`src/rtl/e_m_elastic_buffer_pkg.sv`:
```
// Shared types for the Execute->Memory elastic buffer: the E/M payload bundle.
// Width macros normally come from the global defines; fallbacks keep the slice self-contained.
`ifndef WORD_SIZE
`define WORD_SIZE 32
`endif
`ifndef INSTR_TYPE_SZ
`define INSTR_TYPE_SZ 4
`endif
`ifndef ROB_ENTRY_WIDTH
`define ROB_ENTRY_WIDTH 5
`endif

package e_m_elastic_buffer_pkg;

    localparam int unsigned WORD_SIZE     = `WORD_SIZE;
    localparam int unsigned INSTR_TYPE_SZ = `INSTR_TYPE_SZ;
    localparam int unsigned ROB_ID_W      = `ROB_ENTRY_WIDTH;

    typedef struct packed {
        logic [INSTR_TYPE_SZ-1:0] instruction_type;
        logic [WORD_SIZE-1:0]     pc;
        logic [2:0]               funct3;
        logic [WORD_SIZE-1:0]     aluResult;
        logic [WORD_SIZE-1:0]     s2;
        logic [ROB_ID_W-1:0]      rob_id;
    } e_m_payload_t;

    localparam int unsigned PAYLOAD_W = $bits(e_m_payload_t);

endpackage

```
`src/rtl/e_m_elastic_buffer_if.sv`:
```
// Execute->Memory handshake bundle; master drives Execute side and Memory ready, slave is the buffer.
interface e_m_elastic_buffer_if
    import e_m_elastic_buffer_pkg::*;
#(
    parameter int unsigned DEPTH = 2
);

    localparam int unsigned OCC_W = $clog2(DEPTH) + 1;

    logic                     flush;
    logic                     in_valid;
    logic                     in_ready;
    logic [INSTR_TYPE_SZ-1:0] instruction_type;
    logic [WORD_SIZE-1:0]     pc;
    logic [2:0]               funct3;
    logic [WORD_SIZE-1:0]     aluResult;
    logic [WORD_SIZE-1:0]     s2;
    logic [ROB_ID_W-1:0]      rob_id;

    logic                     out_valid;
    logic                     out_ready;
    logic [INSTR_TYPE_SZ-1:0] instruction_type_out;
    logic [WORD_SIZE-1:0]     pc_out;
    logic [2:0]               funct3_out;
    logic [WORD_SIZE-1:0]     aluResult_out;
    logic [WORD_SIZE-1:0]     s2_out;
    logic [ROB_ID_W-1:0]      rob_id_out;
    logic [OCC_W-1:0]         occupancy;

    modport master (
        output flush, in_valid, instruction_type, pc, funct3, aluResult, s2, rob_id, out_ready,
        input  in_ready, out_valid, instruction_type_out, pc_out, funct3_out,
               aluResult_out, s2_out, rob_id_out, occupancy
    );

    modport slave (
        input  flush, in_valid, instruction_type, pc, funct3, aluResult, s2, rob_id, out_ready,
        output in_ready, out_valid, instruction_type_out, pc_out, funct3_out,
               aluResult_out, s2_out, rob_id_out, occupancy
    );

endinterface

```
`src/rtl/e_m_elastic_buffer_sync_fifo_fwft.sv`:
```
// Generic first-word-fall-through FIFO with synchronous flush; DEPTH must be a power of two >= 2.
module sync_fifo_fwft #(
    parameter int unsigned DATA_W = 8,
    parameter int unsigned DEPTH  = 2
) (
    input  logic                     clk,
    input  logic                     reset,
    input  logic                     flush,
    input  logic                     in_valid,
    output logic                     in_ready,
    input  logic [DATA_W-1:0]        in_data,
    output logic                     out_valid,
    input  logic                     out_ready,
    output logic [DATA_W-1:0]        out_data,
    output logic [$clog2(DEPTH):0]   count
);

    localparam int unsigned PTR_W = $clog2(DEPTH);
    localparam int unsigned CNT_W = PTR_W + 1;

    logic [DATA_W-1:0] mem [DEPTH];
    logic [PTR_W-1:0]  wr_ptr;
    logic [PTR_W-1:0]  rd_ptr;
    logic              push;
    logic              pop;

    // Ready depends only on registered count, so no combinational path from out_ready.
    assign in_ready  = (count != CNT_W'(DEPTH));
    assign out_valid = (count != '0);
    assign out_data  = mem[rd_ptr];
    assign push      = in_valid & in_ready;
    assign pop       = out_valid & out_ready;

    always_ff @(posedge clk) begin
        if (reset) begin
            wr_ptr <= '0;
            rd_ptr <= '0;
            count  <= '0;
            for (int unsigned i = 0; i < DEPTH; i++) begin
                mem[i] <= '0;
            end
        end else if (flush) begin
            wr_ptr <= '0;
            rd_ptr <= '0;
            count  <= '0;
        end else begin
            if (push) begin
                mem[wr_ptr] <= in_data;
                wr_ptr      <= wr_ptr + 1'b1;
            end
            if (pop) begin
                rd_ptr <= rd_ptr + 1'b1;
            end
            if (push && !pop) begin
                count <= count + 1'b1;
            end else if (pop && !push) begin
                count <= count - 1'b1;
            end
        end
    end

endmodule

```
`src/rtl/e_m_elastic_buffer.sv`:
```
// Execute->Memory elastic buffer: packs the E/M bundle into a FWFT queue of DEPTH entries.
module e_m_elastic_buffer
    import e_m_elastic_buffer_pkg::*;
#(
    parameter int unsigned DEPTH = 2
) (
    input logic                 clk,
    input logic                 reset,
    e_m_elastic_buffer_if.slave bus
);

    e_m_payload_t           in_pl;
    e_m_payload_t           out_pl;
    logic [$clog2(DEPTH):0] count;

    always_comb begin
        in_pl                  = '0;
        in_pl.instruction_type = bus.instruction_type;
        in_pl.pc               = bus.pc;
        in_pl.funct3           = bus.funct3;
        in_pl.aluResult        = bus.aluResult;
        in_pl.s2               = bus.s2;
        in_pl.rob_id           = bus.rob_id;
    end

    sync_fifo_fwft #(
        .DATA_W (PAYLOAD_W),
        .DEPTH  (DEPTH)
    ) u_fifo (
        .clk       (clk),
        .reset     (reset),
        .flush     (bus.flush),
        .in_valid  (bus.in_valid),
        .in_ready  (bus.in_ready),
        .in_data   (in_pl),
        .out_valid (bus.out_valid),
        .out_ready (bus.out_ready),
        .out_data  (out_pl),
        .count     (count)
    );

    assign bus.instruction_type_out = out_pl.instruction_type;
    assign bus.pc_out               = out_pl.pc;
    assign bus.funct3_out           = out_pl.funct3;
    assign bus.aluResult_out        = out_pl.aluResult;
    assign bus.s2_out               = out_pl.s2;
    assign bus.rob_id_out           = out_pl.rob_id;
    assign bus.occupancy            = count;

endmodule

```
`src/flat_wrapper.sv`:
```
// flat-port wrapper written by rule: the top's interface ports become plain ports
module e_m_elastic_buffer_flat import e_m_elastic_buffer_pkg::*;
#(
    parameter int unsigned DEPTH = 2
)
  (clk, reset, bus_flush, bus_in_valid, bus_instruction_type, bus_pc, bus_funct3, bus_aluResult, bus_s2, bus_rob_id, bus_out_ready, bus_in_ready, bus_out_valid, bus_instruction_type_out, bus_pc_out, bus_funct3_out, bus_aluResult_out, bus_s2_out, bus_rob_id_out, bus_occupancy);
  e_m_elastic_buffer_if #(.DEPTH(DEPTH)) bus_i ();
  input logic clk;
  input logic reset;
  input wire logic [$bits(bus_i.flush)-1:0] bus_flush;
  input wire logic [$bits(bus_i.in_valid)-1:0] bus_in_valid;
  input wire logic [$bits(bus_i.instruction_type)-1:0] bus_instruction_type;
  input wire logic [$bits(bus_i.pc)-1:0] bus_pc;
  input wire logic [$bits(bus_i.funct3)-1:0] bus_funct3;
  input wire logic [$bits(bus_i.aluResult)-1:0] bus_aluResult;
  input wire logic [$bits(bus_i.s2)-1:0] bus_s2;
  input wire logic [$bits(bus_i.rob_id)-1:0] bus_rob_id;
  input wire logic [$bits(bus_i.out_ready)-1:0] bus_out_ready;
  output wire logic [$bits(bus_i.in_ready)-1:0] bus_in_ready;
  output wire logic [$bits(bus_i.out_valid)-1:0] bus_out_valid;
  output wire logic [$bits(bus_i.instruction_type_out)-1:0] bus_instruction_type_out;
  output wire logic [$bits(bus_i.pc_out)-1:0] bus_pc_out;
  output wire logic [$bits(bus_i.funct3_out)-1:0] bus_funct3_out;
  output wire logic [$bits(bus_i.aluResult_out)-1:0] bus_aluResult_out;
  output wire logic [$bits(bus_i.s2_out)-1:0] bus_s2_out;
  output wire logic [$bits(bus_i.rob_id_out)-1:0] bus_rob_id_out;
  output wire logic [$bits(bus_i.occupancy)-1:0] bus_occupancy;
  assign bus_i.flush = bus_flush;
  assign bus_i.in_valid = bus_in_valid;
  assign bus_i.instruction_type = bus_instruction_type;
  assign bus_i.pc = bus_pc;
  assign bus_i.funct3 = bus_funct3;
  assign bus_i.aluResult = bus_aluResult;
  assign bus_i.s2 = bus_s2;
  assign bus_i.rob_id = bus_rob_id;
  assign bus_i.out_ready = bus_out_ready;
  assign bus_in_ready = bus_i.in_ready;
  assign bus_out_valid = bus_i.out_valid;
  assign bus_instruction_type_out = bus_i.instruction_type_out;
  assign bus_pc_out = bus_i.pc_out;
  assign bus_funct3_out = bus_i.funct3_out;
  assign bus_aluResult_out = bus_i.aluResult_out;
  assign bus_s2_out = bus_i.s2_out;
  assign bus_rob_id_out = bus_i.rob_id_out;
  assign bus_occupancy = bus_i.occupancy;
  e_m_elastic_buffer #(.DEPTH(DEPTH)) u_core (.clk(clk), .reset(reset), .bus(bus_i));
endmodule
```
`config.mk`:
```
export PLATFORM = sky130hd
export DESIGN_NAME = e_m_elastic_buffer_flat
export DESIGN_NICKNAME = d
export VERILOG_FILES = /design/src/rtl/e_m_elastic_buffer_pkg.sv /design/src/rtl/e_m_elastic_buffer_if.sv /design/src/rtl/e_m_elastic_buffer_sync_fifo_fwft.sv /design/src/rtl/e_m_elastic_buffer.sv /design/src/flat_wrapper.sv
export SDC_FILE = /design/constraint.sdc
export NUM_CORES = 1
export LEC_CHECK = 0
export ABC_CLOCK_PERIOD_IN_PS = 4400
export CAP_MARGIN = 0
export CELL_PAD_IN_SITES_DETAIL_PLACEMENT = 0
export CELL_PAD_IN_SITES_GLOBAL_PLACEMENT = 1
export CORE_MARGIN = 2
export CORE_UTILIZATION = 35
export DETAILED_ROUTE_END_ITERATION = 10
export DONT_BUFFER_PORTS = 1
export GPL_TIMING_DRIVEN = 0
export HOLD_SLACK_MARGIN = 0.03
export PLACE_DENSITY = 0.56
export SLEW_MARGIN = 0
export SYNTH_ARGS = -nofsm -noshare
export SYNTH_HDL_FRONTEND = slang
export SYNTH_HIERARCHICAL = 1
export SYNTH_SLANG_ARGS = --single-unit
```
`constraint.sdc`:
```
create_clock -name clk -period 4.4 [get_ports clk]
set_input_delay 0.88 -clock clk [delete_from_list [all_inputs] [get_ports clk]]
set_output_delay 0.88 -clock clk [all_outputs]
set_load 0.02 [all_outputs]
```
* Word level (Yosys, flattened, before mapping)
Memory sizes are Yosys's and may differ from the RTL's. A register that Yosys moved wholly into a read port is not among the register bits. Cells that the tools add are included.
Storage, ports and cells: register bits after elaboration 4, latch bits 0, memory bits (writable) 216, ROM bits 0, input bits 113, logic and storage cells 32, memories kept 1
Cells by class: add/sub/neg operators 4, multipliers 0, divide/modulo/power cells 0, magnitude comparators 0, eq/ne operators 1, shift-type cells 0, multiplexer cells 13, bitwise operators 2, reduce and logical (&&, ||, !) cells 8
Memory list:
- u_core.u_fifo.mem | words 2, bits a word 108, rd ports 1, clocked after Yosys merged registers in 1, wr ports 2, RTL line e_m_elastic_buffer_sync_fifo_fwft.sv:21 | logic [DATA_W-1:0] mem [DEPTH];
Operator list (number):
- $mux 108 | 1
- $reduce_or 108->1 | 1
- $mux 1 | 10
- $mux 2 | 2
- $reduce_bool 2->1 | 2
- $add 1x1->1 const B | 2
- $add 2x1->2 const B | 1
- $and 1x1->1 | 2
- $logic_and 1x1->1 | 2
- $logic_not 1->1 | 2
- $ne 2x2->1 const B | 1
- $reduce_or 2->1 | 1
- $sub 2x1->2 const B | 1

* Logic depth before layout (Yosys ltp)
Gate-level depths: netlist of run 1.
depth after elaboration 8, gate-level depth with buffers 6

* Least setup slack after synthesis of run 1
No wires, ideal clock.
kind input port to flip-flop, from input port bus_flush, to memory u_core/u_fifo/mem[0][0] in the netlist's numbering (enable), arrival time 3.095 ns, data required time 3.979 ns, path slack 0.884 ns, stages 5, buffers on the path 2, cells stage by stage or2_0 > buf_6 > nor4_4 > buf_6 > or2_2
RTL lines:
- start: declaration | RTL line flat_wrapper.sv:10 | input wire logic [$bits(bus_i.flush)-1:0] bus_flush;
- end: declaration | RTL line e_m_elastic_buffer_sync_fifo_fwft.sv:21

==> results of run 1 <==
## flip-flops by register name, summed over array words and instances, names as in the netlist, named ones only
register,cells
u_core/u_fifo/wr_ptr,1
u_core/u_fifo/rd_ptr,1
u_core/u_fifo/mem,216
u_core/u_fifo/count,2
## metrics by stage
stage	total power, mW	TNS [ns]	util [%]
after floorplan	2.78	0	-
after global placement	2.85	-108.33	37.1
after detailed placement	2.86	0	37.3
after CTS	4.95	0	40.4
after global routing	5.07	0	40.4
final	4.88	0	40.4
## cell families (layout without fill, tap and decap cells)
group                    after synthesis  in the layout
AO/OA/AOI/OAI                          5              5
XOR/XNOR                               3              3
flip-flops                           221            221
AND/OR/NAND/NOR                      229            229
buffers and inverters                 38             85
multiplexers                         108            108
adder cells (fa/ha/maj)                1              1
## cells in the mapped netlist (all sizes together)
| cell | instances | area [µm²] |
|---|---|---|
| o21ai | 3 | 15.0 |
| or2 | 4 | 25.0 |
| or3 | 2 | 12.5 |
| clkbuf | 19 | 93.8 |
| buf | 16 | 111 |
| ha | 1 | 12.5 |
| nor2b | 1 | 8.76 |
| xor2 | 3 | 26.3 |
| dfxtp | 5 | 100 |
| and2 | 216 | 1350 |
| mux2 | 108 | 1220 |
| inv | 3 | 11.3 |
| a21oi | 2 | 10.0 |
| edfxtp | 216 | 6490 |
| nor4 | 2 | 42.5 |
| nor2 | 4 | 15.0 |
## where the power goes
part / switching [mW] / internal [mW]
clock network: 0.797 / 1.27
registers: 0.0283 / 2.42
logic: 0.246 / 0.111
total: 1.07 / 3.81
## layer usage
layer	track usage, %	vias to the layer above	share of wire (%)
li1	-	2211	-
met1	15.7	2327	39
met2	24.8	141	50
met3	4.58	38	8.2
met4	4.91	0	2.7
met5	0	-	0
## worst min-delay path by stage
stage / from / to / slack [ns] / cells past startpoint
after CTS: u_core/u_fifo/rd_ptr$_SDFFE_PP0P_ / flip-flop / 0.52 / 2
final: u_core/u_fifo/rd_ptr$_SDFFE_PP0P_ / flip-flop / 0.51 / 2
after global placement: u_core/u_fifo/rd_ptr$_SDFFE_PP0P_ / flip-flop / 0.49 / 2
after global routing: bus_pc[15] / u_core/u_fifo/mem[1][87]$_SDFFCE_PN0P_ / 0.53 / 1
after floorplan: u_core/u_fifo/rd_ptr$_SDFFE_PP0P_ / flip-flop / 0.47 / 2
after detailed placement: u_core/u_fifo/rd_ptr$_SDFFE_PP0P_ / flip-flop / 0.50 / 2
## worst min-delay path: stages (launching register included)
cell and delay, ns:
dfxtp_1 0.32, xor2_1 0.08, nor2_1 0.07
## cell type report
class	instances	area share, %
sequential	221	60.7
multi-input combinational	346	25.3
clock buffer	28	5.87
tap	341	3.93
buffer	35	1.89
clock inverter	17	1.74
timing repair buffer	2	0.507
inverter	3	0.104
## layout by cell type (no fill, tap or decap), types with 5 or more instances in the layout
cell       netlist  layout
and2_1         216     216
clkbuf_2        18      18
buf_6            5       5
mux2_2         108     108
dfxtp_1          5       5
edfxtp_1       216     216
buf_2           11      11
clkbuf_16        0      25
clkinv_1         0       5
clkinv_2         0       5
==> out/qor.yml, run 1 <==
multiInputGateArea_mm2: 0.00274
synth_mux_area_share_pct: 12.8
io-pin-count: 225
synth_warnings: 6
syn_area_mm2: 0.00954
cts_tree: "built"
reg2reg_from: "u_core/u_fifo/count[0]$_SDFFE_PP0P_"
placed_area_mm2: 0.0100
final_max_slew_viol_count: 0
synth_compound_area_share_pct: 0.262
clock_skew_ns: 0.00657
drt-total-wl_um: 20200
r2r_slack_ns: 1.13
r2r-end: "u_core/u_fifo/mem[1][50]$_SDFFCE_PN0P_"
gp_congestion: 0.730
leakagePower_nw: 4.05
rsz0062_at_grt: "false"
grt_overflow: 0
grt_pass1_vias: 5200
synth.avg_cell_area_um2: 15.8
power_density_mw_per_mm2: 449
critPathArrivalTime_ns: 2.47
fmax_mhz: 298
setup_slack_ns: 1.05
yosys.area_share.simple_pct: 15.3
grt_pass1_wl_um: 30400
cp_max_fo: 10
detail_route.wl_per_cell_um: 20.4
synth-xor-area-share_pct: 0.275
slowest_stage: "clkbuf_1"
cp-end-kind: "primary output"
antenna_found_initial: 1
timing.final.hold_violations: 0
crit_buf_inv: 3
worstMarginPinSlew_ns: 0.993
nets: 748
min_path_type: "reg2reg"
vdd_drop_max_uv: 295
synthToLayoutAreaGrowth_pct: 13.8
max_cap_viol_count: 0
worstSkewPairLatency_ns: 0.51
crit_family: "buffers and inverters"
drt_iter0_drc: 161
cts_hold_buf: 0
period_minus_slack_ns: 3.35
fin_cells: 993
synth_top_family_by_area: "simple AND/OR/NAND/NOR gates"
row_count: 60
fillers: 2487
path_common_cell: "buf_2"
clk_pin_slew_ns: 0.06
postCtsSetupBuffers: 0
pre_cts_ws_ns: 0.531
via_count: 4717
setup_viol: 0
vias_per_cell: 4.75
reg2reg_depth: 5
path_cells: "clkbuf_1 -> buf_2 -> buf_2 -> mux2_2"
synth_nets: 719
regArea_mm2: 0.00659
drive_gt1_share_pct: 28.7
syn_inst: 605
cp-start-kind: "flip-flop"
cts_resized: 0
critPathCapture: "bus_pc_out[18]"
coreArea_mm2: 0.0269
numCtsBuffers: 25
cp_data_required_time_ns: 3.52
ant_nets: 0
clockBufferDepth: 3
die-height_um: 169
max_stage_delay_ns: 0.50
synth.distinct_cells: 19
fin_crit_sh_pct: 76.2
cts.sinks: 221
die-area_mm2: 0.0286
slew-limit-headroom_pct: 33.3
status: "finished, final reports clean"
drc: 0
yosysSeqAreaShare_pct: 69.1
die_x_um: 169
port_buffers: 0
fin_hold_ws_ns: 0.511
finalInstanceArea_mm2: 0.0109
start_util_pct: 35.5
hpwl_um: 13400
grt_max_degree: 61
synth_adder_area_share_pct: 0.131
grt.total_usage_pct: 14.0
first_pass_iters: 4
synth-seq-cells: 221
cts_root_buf: "clkbuf_16"
worst-path-stages: 4
diodes: 0
criticalPathCategory: "reg2out"
dp.cells: 948
htree_num_levels: 1
Note: power is estimated with default switching activity, not from simulation.
==> inputs of run 2 (changes only) <==
--- a/config.mk
+++ b/config.mk
@@ -5,7 +5,8 @@
 export SDC_FILE = /design/constraint.sdc
 export NUM_CORES = 1
 export LEC_CHECK = 0
-export ABC_CLOCK_PERIOD_IN_PS = 4400
+export ABC_AREA = 1
+export ABC_CLOCK_PERIOD_IN_PS = 2700
 export CAP_MARGIN = 0
 export CELL_PAD_IN_SITES_DETAIL_PLACEMENT = 0
 export CELL_PAD_IN_SITES_GLOBAL_PLACEMENT = 1
@@ -15,7 +16,7 @@
 export DONT_BUFFER_PORTS = 1
 export GPL_TIMING_DRIVEN = 0
 export HOLD_SLACK_MARGIN = 0.03
-export PLACE_DENSITY = 0.56
+export PLACE_DENSITY = 0.59
 export SLEW_MARGIN = 0
 export SYNTH_ARGS = -nofsm -noshare
 export SYNTH_HDL_FRONTEND = slang
==> constraint.sdc (replaced) <==
create_clock -name clk -period 2.7 [get_ports clk]
set_input_delay 0.54 -clock clk [delete_from_list [all_inputs] [get_ports clk]]
set_output_delay 0.54 -clock clk [all_outputs]
set_load 0.02 [all_outputs]
==> out/qor.yml, run 2 <==
layout_common_cells: "216 x edfxtp_1, 211 x nor2_1, 113 x inv_1, 108 x mux2_2, 25 x clkbuf_16"
vdd_drop_max_uv: 523
setup_slack_ns: 0.193
use_met3_pct: 3.72
vias_per_cell: 4.69
synth_top_family_by_area: "multiplexers"
synthToLayoutAreaGrowth_pct: 14.1
row_count: 60
max_cap_viol_count: 0
detail_route.wl_per_cell_um: 18.6
fin_crit_sh_pct: 92.9
synth_async_sr_flop_share_pct: 0
synth_top_cells_by_area: "edfxtp_1 68%, mux2_2 13%, nor2_1 8.3%, inv_1 4.5%, buf_6 1.4%"
synth.largest_area_cell: "edfxtp_1"
io-pin-count: 225
port_buffers: 0
first_pass_iters: 4
timing.final.hold_violations: 0
yosysSeqAreaShare_pct: 69.1
path_common_cell: "buf_4"
cp-end-kind: "primary output"
numCtsBuffers: 25
gp_congestion: 0.740
fin_util_pct: 40.4
status: "finished, final reports clean"
regMostFlops: "u_core/u_fifo/mem"
syn_inst: 721
clk_pin_slew_ns: 0.06
cts_root_buf: "clkbuf_16"
criticalPathCategory: "reg2out"
postCtsSetupBuffers: 0
power_density_mw_per_mm2: 750
setup_viol: 0
path_cells: "clkbuf_4 -> buf_4 -> buf_4 -> mux2_2"
crit_buf_inv: 3
grt_pass1_wl_um: 30600
leakagePower_nw: 4.48
drt-total-wl_um: 20600
crit_family: "buffers and inverters"
synth_nets: 835
max_stage_delay_ns: 0.42
cp_data_required_time_ns: 2.16
period_minus_slack_ns: 2.51
grt.total_usage_pct: 13.8
synth_mux_area_share_pct: 12.8
start_util_pct: 35.5
diodes: 0
grt_overflow: 0
hpwl_um: 13200
use_met2_pct: 24.1
htree_num_levels: 1
antenna_found_initial: 0
cp-start-kind: "flip-flop"
grt_max_degree: 109
synth.avg_cell_area_um2: 13.2
worstSkewPairLatency_ns: 0.50
die-area_mm2: 0.0286
cp_max_fo: 10
grt_use_met1_pct: 16.7
drive_gt1_share_pct: 25.4
ant_nets: 0
clock_skew_ns: 0.00907
yosysMostFrequentCell: "edfxtp_1"
coreArea_mm2: 0.0269
reg_top3: "u_core/u_fifo/mem: 216 flops, u_core/u_fifo/count: 2 flops"
critPathArrivalTime_ns: 1.97
synth_warnings: 6
synth_adder_area_share_pct: 0.131
via_count: 5194
cts_tree: "built"
yosys.area_share.simple_pct: 10.2
pre_cts_ws_ns: 0.00820
nets: 863
yosysTopAreaCellShare_pct: 68.1
grt.busiest_layer: "met2"
clockBufferDepth: 3
fillers: 2566
largest_reg_flops: 216
synth-xor-area-share_pct: 0
die_x_um: 169
fin_hold_ws_ns: 0.219
cts.sinks: 221
syn_area_mm2: 0.00953
min_path_type: "in2reg"
synth-seq-cells: 221
yosys-top-cells-count: "216 x edfxtp_1, 211 x nor2_1, 113 x inv_1"
fmax_mhz: 399
synth.distinct_cells: 20
synth-main-ff-cell: "edfxtp_1"
cts_hold_buf: 0
final_common_cell: "edfxtp_1"
worstMarginPinSlew_ns: 0.917
drt_iter0_drc: 291
drc: 0
rsz0062_at_grt: "false"
synth_compound_area_share_pct: 0.407
synth-edff-count: 216
slew-limit-headroom_pct: 38.9
die-height_um: 169
final_max_slew_viol_count: 0
slowest_stage: "mux2_2"
grt_pass1_vias: 5419
-- run 2: cell count changes in the layout (fill, tap and decap cells not counted), sizes merged, moves of 4 or more --
cell    delta
and2     -216
buf       +17
clkbuf    -16
inv      +110
nand2     +12
nor2     +216
or2        -4
-- run 2: final cells by class --
type                    instances  area (µm²)  share of cell area [%]
inverters                     114         428                    3.94
well taps                     341         427                    3.92
flip-flops and latches        221        6590                    60.6
clock inverters                15         223                    2.05
multi-input cells             351        2280                    21.0
plain buffers                  36         283                    2.60
clock buffers                  30         644                    5.93
-- run 2: metrics by stage --
step | area, µm² | setup TNS (ns) | std cells | power (mW)
floorplan | 9540 | 0 | 721 | 4.56
global placement | 9970 | -81.15 | 1062 | 4.69
detailed placement | 9990 | 0 | 1062 | 4.71
CTS | 10900 | 0 | 1107 | 8.30
global route | 10900 | 0 | 1108 | 8.47
finish | 10900 | 0 | 1108 | 8.16
-- run 2: cell families (layout without fill, tap and decap cells) --
| logic type | Yosys count | count (layout) |
|---|---|---|
| flops | 221 | 221 |
| compound gates | 5 | 5 |
| mux | 108 | 108 |
| fa+ha+maj | 1 | 1 |
| simple gates | 236 | 237 |
| buf+inv | 150 | 195 |
-- run 2: layer usage --
metal / vias to the layer above / share of wire [%]
li1: 2442 / -
met1: 2551 / 40
met2: 167 / 50
met3: 34 / 6.5
met4: 0 / 3.0
met5: - / 0
-- run 2: repair_timing --
item | in CTS | in global routing
setup endpoints to repair | 20 | 73
gates cloned | 0 | 1
pin swaps | 0 | 1
resized for setup | 1 | 1
-- run 2: final timing paths --
path | startpoint | endpoint | slack [ns] | cells past startpoint
worst max-delay path | flip-flop | bus_pc_out[18] | 0.19 | 4
worst min-delay path | bus_out_ready | u_core/u_fifo/rd_ptr$_SDFFE_PP0P_ | 0.22 | 2
worst max register to register | u_core/u_fifo/count[0]$_SDFFE_PP0P_ | u_core/u_fifo/mem[0][46]$_SDFFCE_PN0P_ | 0.25 | 6
worst min register to register | u_core/u_fifo/wr_ptr$_SDFFE_PP0P_ | u_core/u_fifo/wr_ptr$_SDFFE_PP0P_ | 0.49 | 2
-- run 2: worst reg2reg max path, delay by kind of cell, from the launching register on --
kind                   cells  cell delay (ns)
AOI/OAI and AO/OA          1             0.20
DFF                        1             0.49
buffers and inverters      3             0.56
and+or+nand+nor            2             0.73
-- run 2: where the power goes --
| part | switching [mW] | leakage [nW] | internal [mW] |
|---|---|---|---|
| combinational | 0.457 | 1.78 | 0.169 |
| sequential | 0.0462 | 2.28 | 3.96 |
| clock | 1.27 | 0.421 | 2.26 |
| total | 1.77 | 4.48 | 6.39 |
==> inputs of run 3 (changes only) <==
--- a/config.mk
+++ b/config.mk
@@ -5,7 +5,6 @@
 export SDC_FILE = /design/constraint.sdc
 export NUM_CORES = 1
 export LEC_CHECK = 0
-export ABC_AREA = 1
 export ABC_CLOCK_PERIOD_IN_PS = 2700
 export CAP_MARGIN = 0
 export CELL_PAD_IN_SITES_DETAIL_PLACEMENT = 0
@@ -16,7 +15,7 @@
 export DONT_BUFFER_PORTS = 1
 export GPL_TIMING_DRIVEN = 0
 export HOLD_SLACK_MARGIN = 0.03
-export PLACE_DENSITY = 0.59
+export PLACE_DENSITY = 0.58
 export SLEW_MARGIN = 0
 export SYNTH_ARGS = -nofsm -noshare
 export SYNTH_HDL_FRONTEND = slang
==> out/qor.yml, run 3 (synthesis results as in run 1) <==
status: "finished, final reports clean"
detail_route.wl_per_cell_um: 20.8
clock_skew_ns: 0.0127
clk_pin_slew_ns: 0.06
drc: 0
clockBufferDepth: 3
synthToLayoutAreaGrowth_pct: 12.8
cp-end-kind: "primary output"
die-height_um: 169
grt_pass1_wl_um: 30400
cts.sinks: 221
grt_overflow: 0
slew-limit-headroom_pct: 52.5
first_pass_iters: 4
drt-total-wl_um: 20700
port_buffers: 0
start_util_pct: 35.5
setup_viol: 0
die-area_mm2: 0.0286
critPathArrivalTime_ns: 2.00
leakagePower_nw: 4.01
row_count: 60
rsz0062_at_grt: "false"
cts_root_buf: "clkbuf_16"
io-pin-count: 225
via_count: 4791
vdd_drop_max_uv: 429
regMostFlops: "u_core/u_fifo/mem"
finalInstanceArea_mm2: 0.0108
period_minus_slack_ns: 2.54
power_density_mw_per_mm2: 701
worstSkewPairLatency_ns: 0.52
grt_max_degree: 64
hpwl_um: 13500
cp-start-kind: "flip-flop"
htree_num_levels: 1
cts_hold_buf: 0
criticalPathCategory: "reg2out"
fmax_mhz: 393
timing.final.hold_violations: 0
vias_per_cell: 4.82
cp_max_fo: 10
diodes: 0
layout_common_cells: "216 x and2_1, 216 x edfxtp_1, 108 x mux2_2, 25 x clkbuf_16, 18 x clkbuf_2"
pre_cts_ws_ns: -0.728
max_cap_viol_count: 0
cp_data_required_time_ns: 2.16
grt_pass1_vias: 5163
fin_util_pct: 40.0
placed_area_mm2: 0.0100
largest_reg_flops: 216
fin_crit_sh_pct: 94.2
die_x_um: 169
numCtsBuffers: 25
gp_congestion: 0.717
ant_nets: 0
coreArea_mm2: 0.0269
final_max_slew_viol_count: 0
fin_cells: 994
drive_gt1_share_pct: 28.9
reg_top3: "u_core/u_fifo/mem: 216 flops, u_core/u_fifo/count: 2 flops"
cts_tree: "built"
grt.total_usage_pct: 14.0
drt_iter0_drc: 192
dp.cells: 948
setup_slack_ns: 0.158
fillers: 2516
min_path_type: "in2reg"
worstMarginPinSlew_ns: 0.713
antenna_found_initial: 1
nets: 751
run 3: cell types whose count changed in the layout (fill, tap and decap cells not counted), sizes merged, moves of 2 or more:
| cell | previous run | this run |
|---|---|---|
| clkbuf | 31 | 49 |
| bufinv | 6 | 0 |
| and2 | 0 | 216 |
| xor2 | 0 | 3 |
| nor2 | 220 | 4 |
| or3 | 0 | 2 |
| inv | 114 | 3 |
| or2 | 0 | 6 |
| nand2 | 12 | 0 |
| nand3 | 3 | 0 |
| buf | 35 | 20 |
| nor4 | 0 | 2 |
| clkinv | 8 | 10 |
run 3: cell type report:
type	instances	area, µm²	area share (%)
timing repair buffer	4	70.1	0.651
inverter	3	11.3	0.105
clock inverter	12	61.3	0.570
sequential	221	6590	61.2
multi-input combinational	348	2750	25.6
tap	341	427	3.96
clock buffer	31	648	6.02
buffer	34	204	1.90
run 3: worst paths after layout:
check,from,end,slack [ns],depth (start not counted)
setup / recovery,flip-flop,bus_funct3_out[1],0.16,3
hold / removal,bus_s2[10],u_core/u_fifo/mem[0][15]$_SDFFCE_PN0P_,0.22,1
setup reg to reg,u_core/u_fifo/count[0]$_SDFFE_PP0P_,u_core/u_fifo/mem[0][33]$_SDFFCE_PN0P_,0.21,5
hold reg to reg,u_core/u_fifo/rd_ptr$_SDFFE_PP0P_,u_core/u_fifo/rd_ptr$_SDFFE_PP0P_,0.50,2
run 3: worst max-delay path: stages, from the launching register on:
cell and delay [ns]:
dfxtp_2 0.48, buf_4 0.26, buf_2 0.30, mux2_2 0.44
run 3: through the flow:
| stage | setup TNS, ns | hold slack, ns | power [mW] |
|---|---|---|---|
| 6_report | 0 | 0.216 | 7.55 |
| 5_1_grt | 0 | 0.194 | 7.82 |
| 4_1_cts | 0 | 0.187 | 7.68 |
| 3_5_place_dp | -119.85 | 0.492 | 4.67 |
| 2_1_floorplan | 0 | 0.472 | 4.52 |
| 3_3_place_gp | -206.32 | 0.489 | 4.64 |
run 3: timing repair:
item                                    in CTS  in global routing
resized for setup                            2                  0
buffers inserted                             2                  0
endpoints found under the hold margin        0                  0
endpoints found under the setup margin     324                  0
run 3: where the power goes:
part	switching, mW	leakage, nW	internal, mW	total, mW
registers	0.0497	2.29	3.95	4.00
logic	0.402	1.38	0.182	0.585
clock network	1.28	0.348	1.69	2.97
run 3: per-layer routing:
layer	track usage, %	wire length [µm]	vias to the layer above
li1	-	-	2218
met1	15.7	7790	2367
met2	24.7	10400	158
met3	4.79	1690	48
met4	5.39	776	0
met5	0	0	-
